===== src/rtl/adpll_pkg.sv =====
// rtl/adpll_pkg.sv - shared types and default constants for the ADPLL lock controller
package adpll_pkg;

  typedef enum logic [1:0] {
    ST_IDLE   = 2'd0,
    ST_COARSE = 2'd1,
    ST_FINE   = 2'd2,
    ST_LOCKED = 2'd3
  } adpll_state_e;

  typedef enum logic {
    DIR_DN = 1'b0,
    DIR_UP = 1'b1
  } adpll_dir_e;

  localparam int ADPLL_CODE_W     = 8;
  localparam int ADPLL_LOCK_CNT   = 16;
  localparam int ADPLL_UNLOCK_RUN = 8;

endpackage


===== src/rtl/adpll_lock_ctrl_if.sv =====
// rtl/adpll_lock_ctrl_if.sv - BBPD decision inputs and DCO/status outputs of the lock controller
interface adpll_lock_ctrl_if #(
  parameter int CODE_W = adpll_pkg::ADPLL_CODE_W
);
  import adpll_pkg::*;

  logic              pd_valid;
  logic              pd_late;
  logic              pd_early;
  logic [CODE_W-1:0] dco_code;
  logic              code_upd;
  logic              locked;
  adpll_state_e      state;

  modport master (
    output pd_valid, pd_late, pd_early,
    input  dco_code, code_upd, locked, state
  );

  modport slave (
    input  pd_valid, pd_late, pd_early,
    output dco_code, code_upd, locked, state
  );

endinterface


===== src/rtl/adpll_lock_det.sv =====
// rtl/adpll_lock_det.sv - direction-flip and same-direction-run counters for lock/unlock decisions
module adpll_lock_det
  import adpll_pkg::*;
#(
  parameter int LOCK_CNT   = ADPLL_LOCK_CNT,
  parameter int UNLOCK_RUN = ADPLL_UNLOCK_RUN
) (
  input  logic       clk,
  input  logic       rst,
  input  logic       clear,
  input  logic       dec_valid,
  input  adpll_dir_e dir,
  input  logic       in_locked,
  output logic       lock_hit,
  output logic       unlock_hit
);

  localparam int FW = $clog2(LOCK_CNT + 1);
  localparam int RW = $clog2(UNLOCK_RUN + 1);

  logic          have_last;
  adpll_dir_e    last_dir;
  logic [FW-1:0] flip_cnt;
  logic [RW-1:0] run_cnt;
  logic          is_flip;
  logic [RW-1:0] run_next;

  assign is_flip    = have_last && (dir != last_dir);
  // A flip starts a new run of length one, so any 8 equal decisions in a row unlock.
  assign run_next   = is_flip ? RW'(1) : run_cnt + RW'(1);
  assign lock_hit   = dec_valid && !in_locked && is_flip && (flip_cnt == FW'(LOCK_CNT - 1));
  assign unlock_hit = dec_valid && in_locked && (run_next == RW'(UNLOCK_RUN));

  always_ff @(posedge clk) begin
    if (rst || clear) begin
      have_last <= 1'b0;
      last_dir  <= DIR_DN;
      flip_cnt  <= '0;
      run_cnt   <= '0;
    end else if (dec_valid) begin
      have_last <= 1'b1;
      last_dir  <= dir;
      if (in_locked) begin
        if (unlock_hit) begin
          have_last <= 1'b0;
          flip_cnt  <= '0;
          run_cnt   <= '0;
        end else begin
          run_cnt <= run_next;
        end
      end else if (lock_hit) begin
        flip_cnt <= '0;
        run_cnt  <= '0;
      end else if (is_flip) begin
        flip_cnt <= flip_cnt + FW'(1);
      end else begin
        flip_cnt <= '0;
      end
    end
  end

endmodule


===== src/rtl/adpll_lock_ctrl.sv =====
// rtl/adpll_lock_ctrl.sv - ADPLL coarse binary search, fine tracking and lock supervision
// Optional holdover freeze in FINE/LOCKED is built when ADPLL_HOLDOVER_EN is defined.
module adpll_lock_ctrl
  import adpll_pkg::*;
#(
  parameter int CODE_W     = ADPLL_CODE_W,
  parameter int CODE_INIT  = 2**(CODE_W-1),
  parameter int LOCK_CNT   = ADPLL_LOCK_CNT,
  parameter int UNLOCK_RUN = ADPLL_UNLOCK_RUN
) (
  input  logic             clk,
  input  logic             rst,
  input  logic             en,
  input  logic             hold,
  adpll_lock_ctrl_if.slave bus
);

  localparam logic [CODE_W-1:0] CODE_RST = CODE_W'(CODE_INIT);
  localparam logic [CODE_W-1:0] CODE_MAX = '1;
  localparam logic [CODE_W-2:0] STEP_RST = (CODE_W-1)'(2**(CODE_W-2));

  adpll_state_e      state_q, state_d;
  logic [CODE_W-1:0] code_q, code_d;
  logic [CODE_W-2:0] step_q, step_d;
  logic              locked_q, locked_d;
  logic              upd_q;
  logic              dec, tracking, hold_eff, at_rail, rail_hit;
  logic              det_valid, det_clear, lock_hit, unlock_hit;
  adpll_dir_e        dir;
  logic [CODE_W:0]   sum_w, dif_w;

  assign dec      = bus.pd_valid & (bus.pd_late ^ bus.pd_early);
  assign dir      = bus.pd_late ? DIR_UP : DIR_DN;
  assign tracking = (state_q == ST_FINE) || (state_q == ST_LOCKED);

`ifdef ADPLL_HOLDOVER_EN
  assign hold_eff = hold & tracking;
`else
  assign hold_eff = hold & 1'b0;
`endif

  assign at_rail   = (dir == DIR_UP) ? (code_q == CODE_MAX) : (code_q == '0);
  assign det_valid = en & tracking & dec & ~hold_eff;
  assign rail_hit  = det_valid & at_rail;
  assign det_clear = ~en | ~tracking | rail_hit;

  // One extra bit so the coarse step can be saturated at either rail.
  assign sum_w = {1'b0, code_q} + (CODE_W+1)'(step_q);
  assign dif_w = {1'b0, code_q} - (CODE_W+1)'(step_q);

  adpll_lock_det #(
    .LOCK_CNT   (LOCK_CNT),
    .UNLOCK_RUN (UNLOCK_RUN)
  ) u_lock_det (
    .clk        (clk),
    .rst        (rst),
    .clear      (det_clear),
    .dec_valid  (det_valid),
    .dir        (dir),
    .in_locked  (state_q == ST_LOCKED),
    .lock_hit   (lock_hit),
    .unlock_hit (unlock_hit)
  );

  always_ff @(posedge clk) begin
    if (rst) begin
      state_q  <= ST_IDLE;
      code_q   <= CODE_RST;
      step_q   <= STEP_RST;
      locked_q <= 1'b0;
      upd_q    <= 1'b0;
    end else begin
      state_q  <= state_d;
      code_q   <= code_d;
      step_q   <= step_d;
      locked_q <= locked_d;
      upd_q    <= (code_d != code_q);
    end
  end

  always_comb begin
    state_d  = state_q;
    code_d   = code_q;
    step_d   = step_q;
    locked_d = locked_q;
    if (!en) begin
      state_d  = ST_IDLE;
      code_d   = CODE_RST;
      step_d   = STEP_RST;
      locked_d = 1'b0;
    end else if (!hold_eff) begin
      case (state_q)
        ST_IDLE: begin
          state_d = ST_COARSE;
          code_d  = CODE_RST;
          step_d  = STEP_RST;
        end
        ST_COARSE: begin
          if (dec) begin
            if (dir == DIR_UP) code_d = sum_w[CODE_W] ? CODE_MAX : sum_w[CODE_W-1:0];
            else               code_d = dif_w[CODE_W] ? '0 : dif_w[CODE_W-1:0];
            step_d = step_q >> 1;
            if (step_q == (CODE_W-1)'(1)) state_d = ST_FINE;
          end
        end
        ST_FINE, ST_LOCKED: begin
          if (rail_hit) begin
            state_d  = ST_COARSE;
            code_d   = CODE_RST;
            step_d   = STEP_RST;
            locked_d = 1'b0;
          end else if (dec) begin
            code_d = (dir == DIR_UP) ? code_q + CODE_W'(1) : code_q - CODE_W'(1);
            if (lock_hit) begin
              state_d  = ST_LOCKED;
              locked_d = 1'b1;
            end
            if (unlock_hit) begin
              state_d  = ST_FINE;
              locked_d = 1'b0;
            end
          end
        end
        default: state_d = ST_IDLE;
      endcase
    end
  end

  assign bus.dco_code = code_q;
  assign bus.code_upd = upd_q;
  assign bus.locked   = locked_q;
  assign bus.state    = state_q;

endmodule


===== src/flat_wrapper.sv =====
// flat-port wrapper written by rule: the top's interface ports become plain ports
module adpll_lock_ctrl_flat import adpll_pkg::*;
#(
  parameter int CODE_W     = ADPLL_CODE_W,
  parameter int CODE_INIT  = 2**(CODE_W-1),
  parameter int LOCK_CNT   = ADPLL_LOCK_CNT,
  parameter int UNLOCK_RUN = ADPLL_UNLOCK_RUN
)
  (clk, rst, en, hold, bus_pd_valid, bus_pd_late, bus_pd_early, bus_dco_code, bus_code_upd, bus_locked, bus_state);
  adpll_lock_ctrl_if #(.CODE_W(CODE_W)) bus_i ();
  input  logic clk;
  input  logic rst;
  input  logic en;
  input  logic hold;
  input wire logic [$bits(bus_i.pd_valid)-1:0] bus_pd_valid;
  input wire logic [$bits(bus_i.pd_late)-1:0] bus_pd_late;
  input wire logic [$bits(bus_i.pd_early)-1:0] bus_pd_early;
  output wire logic [$bits(bus_i.dco_code)-1:0] bus_dco_code;
  output wire logic [$bits(bus_i.code_upd)-1:0] bus_code_upd;
  output wire logic [$bits(bus_i.locked)-1:0] bus_locked;
  output wire logic [$bits(bus_i.state)-1:0] bus_state;
  assign bus_i.pd_valid = bus_pd_valid;
  assign bus_i.pd_late = bus_pd_late;
  assign bus_i.pd_early = bus_pd_early;
  assign bus_dco_code = bus_i.dco_code;
  assign bus_code_upd = bus_i.code_upd;
  assign bus_locked = bus_i.locked;
  assign bus_state = bus_i.state;
  adpll_lock_ctrl #(.CODE_W(CODE_W), .CODE_INIT(CODE_INIT), .LOCK_CNT(LOCK_CNT), .UNLOCK_RUN(UNLOCK_RUN)) u_core (.clk(clk), .rst(rst), .en(en), .hold(hold), .bus(bus_i));
endmodule

===== config.mk =====
export PLATFORM = sky130hd
export DESIGN_NAME = adpll_lock_ctrl_flat
export DESIGN_NICKNAME = d
export VERILOG_FILES = /design/src/rtl/adpll_pkg.sv /design/src/rtl/adpll_lock_ctrl_if.sv /design/src/rtl/adpll_lock_det.sv /design/src/rtl/adpll_lock_ctrl.sv /design/src/flat_wrapper.sv
export SDC_FILE = /design/constraint.sdc
export NUM_CORES = 1
export LEC_CHECK = 0
export CORE_MARGIN = 10
export CORE_UTILIZATION = 38
export CTS_CLUSTER_SIZE = 8
export DETAILED_ROUTE_END_ITERATION = 6
export SKIP_CTS_REPAIR_TIMING = 1
export SLEW_MARGIN = 10
export SYNTH_ARGS = -nofsm -noshare
export SYNTH_HDL_FRONTEND = slang
export SYNTH_SLANG_ARGS = --single-unit

===== constraint.sdc =====
create_clock -name clk -period 4.15 [get_ports clk]
set_input_delay 0.83 -clock clk [delete_from_list [all_inputs] [get_ports clk]]
set_output_delay 0.83 -clock clk [all_outputs]
set_load 0.005 [all_outputs]

== Yosys cells after proc, flatten, opt, wreduce, memory -nomap -nowiden ==
Index checks and enable logic that the tools add are counted.
Word-level totals
  bits of input ports: 7
  output and inout port bits: 12
  register bits: 30
Operators by class
  add/subtract/negate cells: 6
  reduce and logical (&&, ||, !) cells: 21
  bitwise logic cells: 9
  eq/ne operators: 15
  mux-type cells: 35
Operators by type and width (count)
  $mux W8: 8
  $pmux W8 S3: 1
  $pmux W7 S3: 1
  $mux W5: 4
  $mux W4: 4
  $mux W7: 2
  $mux W2: 6
  $add A8 B7 Y9: 1
  $sub A8 B7 Y9: 1
  $add A8 B1 Y8 const B: 1
  $eq A8 B8 Y1 const B: 1
  $logic_not A8 Y1: 1
  $mux W1: 8
  $ne A2 B1 Y1 const B: 4
  $ne A8 B8 Y1: 1
  $sub A8 B1 Y8 const B: 1
  $eq A7 B1 Y1 const B: 1
  $logic_and A1 B1 Y1: 6
  $pmux W2 S3: 1
  $reduce_and A2 Y1: 3
  $add A5 B1 Y5 const B: 1
  $eq A5 B4 Y1 const B: 1
  $add A4 B1 Y4 const B: 1
  $and A1 B1 Y1: 4
  17 further kinds: 23

== Depth between registers and ports, before layout ==
  depth in word-level cells: 12
  gate-level depth with buffers: 13
  mapped depth without buffers: 12

== Hierarchy ==
A second synthesis with hierarchy kept.
Second synthesis, totals
  cell total of the unflattened synthesis: 421
  area, all modules: 3168.0 um2
By module, submodules not included
  adpll_lock_ctrl: cells an instance 343, instances 1, area each 2487.4 um2
  adpll_lock_det: cells an instance 78, instances 1, area each 680.7 um2

== Worst setup path after synthesis ==
No wires, ideal clock.
  path type: flip-flop to flip-flop
  from: register u_core.code_q[0] (netlist: u_core.bus.dco_code[0])
  to: register u_core.upd_q (netlist: u_core.bus.code_upd)
  path slack: 1.087 ns
  stages on the path, launching flop included: 14
  data arrival time: 2.923 ns
  clock period less this slack: 3.063 ns
  data required time: 4.010 ns
  buffers on the path: 1
  setup time: 0.140 ns
  cells stage by stage: dfxtp_1 -> clkbuf_1 -> inv_1 -> ha_1 -> fa_1 -> nor2b_1 -> o31a_1 -> o21ai_0 -> nand2_1 -> a21oi_1 -> a211oi_1 -> mux2_2 -> nor3_1 -> a41oi_1
On the way
  word-level cells in the longest chain between the ends: 7
Ends and longest elaborated chain
  from (decl): RTL line adpll_lock_ctrl.sv:23  | logic [CODE_W-1:0] code_q, code_d;
  from (signal assigned): RTL line adpll_lock_ctrl.sv:74  | code_q <= code_d;
  $sub A8 B1 Y8, or another cell as far along: RTL line adpll_lock_ctrl.sv:113  | code_d = (dir == DIR_UP) ? code_q + CODE_W'(1) : code_q - CODE_W'(1);
  $mux W8, or another cell as far along: RTL line adpll_lock_ctrl.sv:113
  $mux W8, or another cell as far along: RTL line adpll_lock_ctrl.sv:112  | end else if (dec) begin
  $mux W8, on equally long branches: RTL line adpll_lock_ctrl.sv:107, adpll_lock_ctrl.sv:99
  $pmux W8 S3: RTL line adpll_lock_ctrl.sv:92  | case (state_q)
  $mux W8: RTL line adpll_lock_ctrl.sv:86  | if (!en) begin
  $ne A8 B8 Y1 *: RTL line adpll_lock_ctrl.sv:77  | upd_q <= (code_d != code_q);
  to (signal assigned): RTL line adpll_lock_ctrl.sv:77
  to (decl): RTL line adpll_lock_ctrl.sv:26  | logic upd_q;
Mark *: on every way between the ends. The rest lies on a longest branch, timed or not.
A chain may end at the register's enable or synchronous reset.

== Final worst setup path ==
  from: input port bus_pd_late
  to: register u_core.upd_q (netlist: u_core.bus.code_upd)
On the way
  word-level cells in the longest chain between the ends: 8
Ends and longest elaborated chain
  from (decl): RTL line flat_wrapper.sv:16  | input wire logic [$bits(bus_i.pd_late)-1:0] bus_pd_late;
  $xor A1 B1 Y1: RTL line adpll_lock_ctrl.sv:32  | assign dec = bus.pd_valid & (bus.pd_late ^ bus.pd_early);
  $and A1 B1 Y1: RTL line adpll_lock_ctrl.sv:32
  $and A1 B1 Y1: RTL line adpll_lock_ctrl.sv:43  | assign det_valid = en & tracking & dec & ~hold_eff;
  $and A1 B1 Y1: RTL line adpll_lock_ctrl.sv:44  | assign rail_hit = det_valid & at_rail;
  $mux W8: RTL line adpll_lock_ctrl.sv:107  | if (rail_hit) begin
  $pmux W8 S3 *: RTL line adpll_lock_ctrl.sv:92
  $mux W8 *: RTL line adpll_lock_ctrl.sv:86
  $ne A8 B8 Y1 *: RTL line adpll_lock_ctrl.sv:77
Marks and branches as above.

==> out/metrics.yaml <==
yosys.area.top_type: "dfxtp_1"
synth_top_area_share_pct: 19.9
fin_util_pct: 43.8
crit_path_max_incr_delay_ns: 0.48
synth_async_sr_flop_share_pct: 0
finish.instance_area_sq_mm: 0.00338
io-pin-count: 19
outcome: "completed"
path_clk_slew_ns: 0.08
cts_sinks: 30
start_util_pct: 39.0
dp.cells: 517
fp.dieH_um: 109
die_w_um: 109
grt_max_degree: 19
synth_edf_count: 0
cellLeakagePower_nw: 1.29
die-area_sq_mm: 0.0119
ir_worst_vdd_v: 0.000122
grt_antenna_before_repair: 0
cp_slowest_cell: "clkdlybuf4s50_1"
finalSetupViolCount: 0
max_freq_mhz: 283
globalRoute.totalOverflow: 0
dpl_cell_area_sq_mm: 0.00329
maxCapViolCount: 0
hold_violations: 0
final_nets: 456
grt_pass1_wl_mm: 15.1
drv_slew: 0
path_cells: "clkdlybuf4s50_1 > inv_1 > fa_1 > a211oi_1 > o21bai_1 > a21oi_1 > xnor2_1 > a21oi_1 > o21bai_1 > a21oi_1 > nor3_1 > a41oi_1"
clock_latency_ns: 0.29
syn_area_sq_mm: 0.00301
hold_depth: 2
vias_per_cell: 5.86
yosys-top-cells-area: "dfxtp_1 (20%), ha_1 (10%), nor2_1 (7.6%)"
slew_headroom_pct: 60.1
area_growth_pct: 12.2
power_density_mw_per_mm2: 197
fin_crit_ns: 3.53
syn_avg_cell_area_sq_um: 7.35
crit_path_frequent_cell: "a21oi_1"
cp.required_ns: 4.28
grtUsageTotal_pct: 15.8
grt_pass1_vias: 2843
ys_seq_area_share_pct: 19.9
core-area_sq_mm: 0.00773
gp_congestion: 0.954
cts_buffers: 5
cts_tree: "yes"
wl_per_cell_um: 17.5
drtIter0Drc: 262
fillers: 800
fin_worst_skew_ns: 0.0143
critPathCaptureType: "flop"
ys.flop_type: "dfxtp_1"
num_rows: 32
worstPathMaxFanout: 9
cp.arrival_ns: 3.66
worst-r2r-cell-count: 13
yosys_warnings: 0
dpl.hpwl_mm: 7.10
htreeDepth: 2
drc: 0
wirelength_mm: 9.20
synthCells: 410
antenna_left: 0
critPathLaunchType: "input port"
timing.final.crit_share_pct: 85.1
fin_cells: 525
io_buffers: 17
rsz0062_at_grt: "false"
path_class: "in2reg"
hp-class: "reg2reg"
synth_seq_cells: 30
first_pass_iters: 6
setup_tns_ns: 0
cts_root_buffer: "clkbuf_8"
clk_path_buf_depth: 2
antenna_cells: 0
vias: 3075
drive_gt1_share_pct: 8.98
worstMarginPinSlew_ns: 0.598
syn_nets: 444
synth_cell_types: 67
==> area by class of cell <==
class	instances	area (sq um)	area share [%]
multi-input cells	336	2220	65.6
repair buffers	30	268	7.91
well taps	102	128	3.77
flip-flops and latches	30	601	17.8
clock inverters	2	12.5	0.370
inverters	19	71.3	2.11
clock buffers	6	82.6	2.44
==> cell usage in the layout, fill, tap and decap left out, types with 7 or more instances in the layout <==
cell type	count
nand2b_1	7
a21oi_1	31
a22oi_1	8
nand2_1	27
inv_1	19
buf_4	13
o21ai_0	24
nor2b_1	8
xnor2_1	9
ha_1	24
nor3_1	12
dfxtp_1	30
nor2_1	61
clkdlybuf4s50_1	17
o21bai_1	7
xor2_1	8
nand3_1	15
==> cells by family after synthesis <==
group | share of synthesized area (%)
multiplexers | 1.74
buffers and inverters | 6.39
AO/OA/AOI/OAI | 25.8
XOR/XNOR | 5.85
flip-flops | 19.9
adder cells (fa/ha/maj) | 12.3
AND/OR/NAND/NOR | 28.0
==> synthesized netlist by cell type (all sizes together), types with 4 or more instances <==
cell and number:
nor2 62, a21oi 31, dfxtp 30, nand2 27, o21ai 27, ha 24, inv 19, clkbuf 16
nand3 16, nor3 12, buf 9, xnor2 9, xor2 9, a22oi 8, nor2b 8, nand2b 7
o21bai 7, a31oi 6, and2 6, a211oi 5, and3 5, nor4 4, o211ai 4, o41ai 4
==> path summary, 6_finish.rpt <==
path,end,slack (ns),startpoint
max reg2reg,u_core.bus.code_upd,0.73,u_core.bus.dco_code[0]
min,u_core.u_lock_det.last_dir,0.48,u_core.u_lock_det.last_dir
max,u_core.bus.code_upd,0.62,bus_pd_late
min reg2reg,u_core.u_lock_det.last_dir,0.48,u_core.u_lock_det.last_dir
==> metal layers <==
metal	vias up	track usage [%]	wire length, um
met5	-	0	0
met4	0	3.86	122
met3	14	2.71	587
met2	105	25.6	4280
met1	1445	21.2	4210
li1	1511	-	-
==> stage by stage <==
step | power [mW] | setup WS (ns) | hold WS [ns]
6_report | 0.665 | 0.619 | 0.484
5_1_grt | 0.695 | 0.406 | 0.511
4_1_cts | 0.670 | 0.629 | 0.490
3_5_place_dp | 0.412 | 0.346 | 0.477
3_3_place_gp | 0.411 | 0.375 | 0.455
2_1_floorplan | 0.375 | 1.09 | 0.448
==> flip-flops by register name, indices dropped and copies added, names as in the netlist <==
name and count:
u_core.bus.code_upd 1, u_core.bus.dco_code 8, u_core.bus.locked 1, u_core.bus.state 2
u_core.step_q 7, u_core.u_lock_det.flip_cnt 5, u_core.u_lock_det.have_last 1, u_core.u_lock_det.last_dir 1
u_core.u_lock_det.run_cnt 4
==> where the power goes <==
part	internal (mW)	switching, mW
sequential	0.291	0.00426
combinational	0.0428	0.0692
clock	0.133	0.125
==> worst max-delay path: cells and delay by family <==
kind	cells	cell delay (ns)
AO/OA/AOI/OAI	7	1.12
AND/OR/NAND/NOR	1	0.38
XOR/XNOR	1	0.20
adder cells (fa/ha/maj)	1	0.46
buffers and inverters	2	0.65
(Power assumes the default switching activity.)
==> variant 1 (same settings) <==
Add an input register stage for `en`, cleared by the reset; this delays it by one clock. The other inputs are not delayed to match.
--- a/src/rtl/adpll_lock_ctrl.sv
+++ b/src/rtl/adpll_lock_ctrl.sv
@@ -18,6 +18,16 @@
   localparam logic [CODE_W-1:0] CODE_RST = CODE_W'(CODE_INIT);
   localparam logic [CODE_W-1:0] CODE_MAX = '1;
   localparam logic [CODE_W-2:0] STEP_RST = (CODE_W-1)'(2**(CODE_W-2));
+
+  logic en_q;
+
+  always_ff @(posedge clk) begin
+    if (rst) begin
+      en_q <= '0;
+    end else begin
+      en_q <= en;
+    end
+  end
 
   adpll_state_e      state_q, state_d;
   logic [CODE_W-1:0] code_q, code_d;
@@ -40,9 +50,9 @@
 `endif
 
   assign at_rail   = (dir == DIR_UP) ? (code_q == CODE_MAX) : (code_q == '0);
-  assign det_valid = en & tracking & dec & ~hold_eff;
+  assign det_valid = en_q & tracking & dec & ~hold_eff;
   assign rail_hit  = det_valid & at_rail;
-  assign det_clear = ~en | ~tracking | rail_hit;
+  assign det_clear = ~en_q | ~tracking | rail_hit;
 
   // One extra bit so the coarse step can be saturated at either rail.
   assign sum_w = {1'b0, code_q} + (CODE_W+1)'(step_q);
@@ -83,7 +93,7 @@
     code_d   = code_q;
     step_d   = step_q;
     locked_d = locked_q;
-    if (!en) begin
+    if (!en_q) begin
       state_d  = ST_IDLE;
       code_d   = CODE_RST;
       step_d   = STEP_RST;
Formal check against the unedited RTL: not equivalent (a bounded check fails within 4 cycles, from zero or initial values and one cycle with rst high).
==> variant 1 against the original RTL <==
Critical endpoint unchanged. Critical path type unchanged. Total power is 8.4% lower. Setup slack better by 0.036 ns. Non-clock buffer count is 2 lower. Final area is 2.1% higher. Die area is 1.6% higher. Sequential cell count is 1 higher. Wire length is 5.6% lower. Synthesized area is 1.9% higher.
==> variant 1: results (changes against the original RTL) <==
set qor(dominant_cells_by_area_after_synthesis) {sky130_fd_sc_hd__dfxtp_1 20%, sky130_fd_sc_hd__ha_1 9.8%, sky130_fd_sc_hd__nor2_1 5.9%, sky130_fd_sc_hd__a21oi_1 4.7%, sky130_fd_sc_hd__nand2_1 4.3%}
set qor(drt-wirelength-per-cell_um) 16.5 ;# -6.1%
set qor(yosysUniqueCellTypes) 72 ;# +7.5%
set qor(design.final.nets) 459 ;# +0.66%
set qor(complex_gate_fraction_of_the_synthesized_area_pct) 26.8 ;# +1.1 points
set qor(cp_max_fo) 15 ;# +6
set qor(placed_cells_incl_taps) 520 ;# +0.58%
set qor(finalWeightedCongestion) 0.865 ;# -9.4%
set qor(clock_skew_ns) 0.00424 ;# -0.0101 ns
set qor(final_cell_count_without_fillers) 528 ;# +0.57%
set qor(ff_to_ff_setup_slack_ns) 0.92 ;# +0.19 ns
set qor(timing.slew.headroom_pct) 47.5 ;# -13 points
set qor(critPathMaxStageDelay_ns) 0.44 ;# -0.04 ns
set qor(yosysSeqAreaShare_pct) 20.2 ;# +0.28 points
set qor(finalMaxSlewViolations) 0 ;# unchanged
set qor(track_usage_pct) 14.4 ;# -1.4 points
set qor(first_pass_iters) 5 ;# -1
set qor(result_of_the_run) {finished clean}
set qor(synthMuxAreaShare_pct) 2.20 ;# +0.46 points
set qor(leakage_nw) 1.25 ;# -3.6%
set qor(vdd.ir_drop.worst_v) 0.000126 ;# +3.4%
set qor(detailed_place_hpwl_mm) 6.62 ;# -6.7%
set qor(worst_hold_slack_ns) 0.481 ;# -0.00295 ns
set qor(yosys.area_share.adder_pct) 11.7 ;# -0.56 points
set qor(reg2reg_path_depth) 11 ;# -2
set qor(syn_inst) 409 ;# -0.24%
set qor(ys_top_cells_by_count) {48 x sky130_fd_sc_hd__nor2_1, 35 x sky130_fd_sc_hd__nand2_1, 31 x sky130_fd_sc_hd__dfxtp_1, 29 x sky130_fd_sc_hd__a21oi_1, 24 x sky130_fd_sc_hd__ha_1}
set qor(mappedNetlistNets) 443 ;# -0.23%
set qor(xor_xnor_fraction_of_synth_area_pct) 4.56 ;# -1.3 points
set qor(fp.dieW_um) 110 ;# +0.77%
set qor(grt_pass1_wl_mm) 14.1 ;# -6.3%
set qor(power.switching_fraction_pct) 27.5 ;# -2.3 points
set qor(initialDrtViolationCount) 204 ;# -22%
set qor(fillCellCount) 793 ;# -0.88%
set qor(async_flop_share_pct) 0 ;# unchanged
set qor(critical_path_arrival_ns) 3.69 ;# +0.03 ns
set qor(maximum_number_of_pins_on_one_net_before_global_route_repair) 18 ;# -1
set qor(part_of_the_power_in_the_clock_network_pct) 39.3 ;# +0.5 points
set qor(vias_per_instance) 5.89 ;# +0.50%
variant 1: cell count changes in the layout (fill, tap and decap cells not counted), moves of 5 or more:
cell,before,now
sky130_fd_sc_hd__o21ai_1,2,7
sky130_fd_sc_hd__nand2_1,27,35
sky130_fd_sc_hd__nor2_1,61,48
sky130_fd_sc_hd__o21ai_0,24,15
sky130_fd_sc_hd__o21bai_1,7,2
sky130_fd_sc_hd__nand2b_1,7,12
variant 1: stage by stage:
step	total power, mW	utilization (%)	worst slack [ns]	instance area (µm²)
6_report	0.609	44.2	0.655	3450
2_1_floorplan	0.352	-	1.06	3070
3_5_place_dp	0.375	43.1	0.423	3360
3_3_place_gp	0.375	43.1	0.438	3360
5_1_grt	0.636	44.2	0.383	3450
4_1_cts	0.616	44.2	0.687	3450
variant 1: layout make-up:
| class | instances | area [µm²] | share of cell area [%] |
|---|---|---|---|
| multi-input cells | 338 | 2280 | 66.2 |
| inverters | 21 | 78.8 | 2.28 |
| clock inverters | 3 | 20.0 | 0.580 |
| repair buffers | 28 | 253 | 7.32 |
| well taps | 102 | 128 | 3.70 |
| flip-flops and latches | 31 | 621 | 18.0 |
| clock buffers | 5 | 68.8 | 1.99 |
variant 1: worst max-delay path, delay by kind of cell:
kind	cells	cell delay, ns
compound gates	6	1.37
fa+ha+maj	1	0.29
buf+inv	2	0.70
mux	1	0.31
simple gates	1	0.19
variant 1: per-layer routing:
| layer | routed length (µm) | global-route usage [%] | part of all wire [%] | up-vias |
|---|---|---|---|---|
| li1 | - | - | - | 1545 |
| met1 | 4130 | 19.3 | 47 | 1450 |
| met2 | 3880 | 22.9 | 45 | 98 |
| met3 | 527 | 2.81 | 6.1 | 15 |
| met4 | 153 | 4.46 | 1.8 | 0 |
| met5 | 0 | 0 | 0 | - |
==> variant 2 (config.mk and constraints unchanged) <==
Made on the original files. Set the package constant `ADPLL_UNLOCK_RUN` to 16 (it was 8).
--- a/src/rtl/adpll_pkg.sv
+++ b/src/rtl/adpll_pkg.sv
@@ -15,7 +15,7 @@
 
   localparam int ADPLL_CODE_W     = 8;
   localparam int ADPLL_LOCK_CNT   = 16;
-  localparam int ADPLL_UNLOCK_RUN = 8;
+  localparam int ADPLL_UNLOCK_RUN = 16;
 
 endpackage
 
Formal check against the unedited RTL: no difference found for any inputs over 10 cycles, from zero or initial values and one cycle with rst high; that may be too few to reach the edited logic, so the function may still have changed.
==> variant 2 against the original RTL <==
Largest cell class unchanged. Setup slack got worse by 0.11 ns. Largest power group is now the clock network. Synthesized area rose by 2.1%. Total power rose by 7.6%. Sequential cell count rose by 1. Global-route usage fell by 0.31 points. Wire length barely moved. Non-clock buffer count fell by 1. Final area rose by 3.7%.
==> variant 2: results (changes against the original RTL) <==
set qor(leakage_nw) 1.26 ;# -2.9%
set qor(first_pass_iters) 5 ;# -1
set qor(critical_path_arrival_ns) 3.81 ;# +0.15 ns
set qor(ys_top_cells_by_count) {43 x sky130_fd_sc_hd__nor2_1, 34 x sky130_fd_sc_hd__a21oi_1, 32 x sky130_fd_sc_hd__nand2_1, 31 x sky130_fd_sc_hd__dfxtp_1, 24 x sky130_fd_sc_hd__ha_1}
set qor(syn_area_per_cell_um2) 7.43 ;# +1.1%
set qor(worst_hold_startpoint) {u_core.bus.locked$_SDFFE_PP0P_}
set qor(result_of_the_run) {finished clean}
set qor(fillCellCount) 833 ;# +4.1%
set qor(yosysUniqueCellTypes) 73 ;# +9.0%
set qor(share_of_final_layout_standard_cells_stronger_than_drive_strength_1_pct) 7.39 ;# -1.6 points
set qor(clock_skew_ns) 0.0119 ;# -0.00244 ns
set qor(vdd.ir_drop.worst_v) 0.000164 ;# +35%
set qor(via_count) 3223 ;# +4.8%
set qor(dominant_cells_by_area_after_synthesis) {sky130_fd_sc_hd__dfxtp_1 20%, sky130_fd_sc_hd__ha_1 9.8%, sky130_fd_sc_hd__a21oi_1 5.5%, sky130_fd_sc_hd__nor2_1 5.2%, sky130_fd_sc_hd__nand2_1 3.9%}
set qor(track_usage_pct) 15.5 ;# -0.31 points
set qor(placed_cell_area_um2) 3390 ;# +3.1%
set qor(async_flop_share_pct) 0 ;# unchanged
set qor(maximum_number_of_pins_on_one_net_before_global_route_repair) 23 ;# +4
set qor(grt_pass1_wl_mm) 15.2 ;# +0.32%
set qor(place_worst_setup_slack_ns) 0.226 ;# -0.119 ns
set qor(total_wirelength_mm) 9.21 ;# about the same
set qor(drt-wirelength-per-cell_um) 17.2 ;# -1.8%
set qor(detailed_place_hpwl_mm) 7.01 ;# -1.2%
set qor(finalWeightedCongestion) 0.889 ;# -6.8%
set qor(tightest_slew_ns) 0.625 ;# +0.0273 ns
variant 2: layer usage:
metal	share of wire, %	global-route usage [%]
met4	0.91	3.07
met5	0	0
met2	44	23.8
met3	7.1	1.92
met1	48	22.6
variant 2: where the power goes:
part           internal (mW)  total, mW  switching (mW)
logic                 0.0362     0.0950          0.0588
registers              0.300      0.304         0.00423
clock network          0.194      0.316           0.122
variant 2: path summary, 6_finish.rpt:
| path | endpoint | slack, ns | cells past startpoint |
|---|---|---|---|
| worst min-delay path | u_core.bus.locked$_SDFFE_PP0P_ | 0.46 | 2 |
| worst max-delay path | u_core.bus.code_upd$_SDFF_PP0_ | 0.51 | 11 |
| worst max register to register | u_core.bus.code_upd$_SDFF_PP0_ | 0.94 | 11 |
| worst min register to register | u_core.bus.locked$_SDFFE_PP0P_ | 0.46 | 2 |
variant 2: final cells by class:
| type | instances | area, µm² | share of cell area, % |
|---|---|---|---|
| multi-input cells | 341 | 2290 | 65.3 |
| flip-flops and latches | 31 | 621 | 17.7 |
| repair buffers | 29 | 260 | 7.42 |
| well taps | 102 | 128 | 3.64 |
| inverters | 24 | 90.1 | 2.57 |
| clock buffers | 6 | 82.6 | 2.35 |
| clock inverters | 2 | 35.0 | 0.999 |
variant 2: logic make-up (layout without fill, tap and decap cells):
logic type	count (synthesis)	in the layout	share of synthesized area [%]
fa+ha+maj	27	27	11.7
flops	31	31	20.2
mux	2	2	0.691
xor+xnor	13	13	3.70
simple gates	171	171	30.3
buf+inv	42	61	5.37
compound gates	128	128	28.0
variant 2: metrics by stage:
stage / hold slack [ns] / power, mW
3_5_place_dp: 0.449 / 0.404
6_report: 0.459 / 0.715
4_1_cts: 0.460 / 0.720
2_1_floorplan: 0.444 / 0.370
5_1_grt: 0.498 / 0.743
3_3_place_gp: 0.446 / 0.403
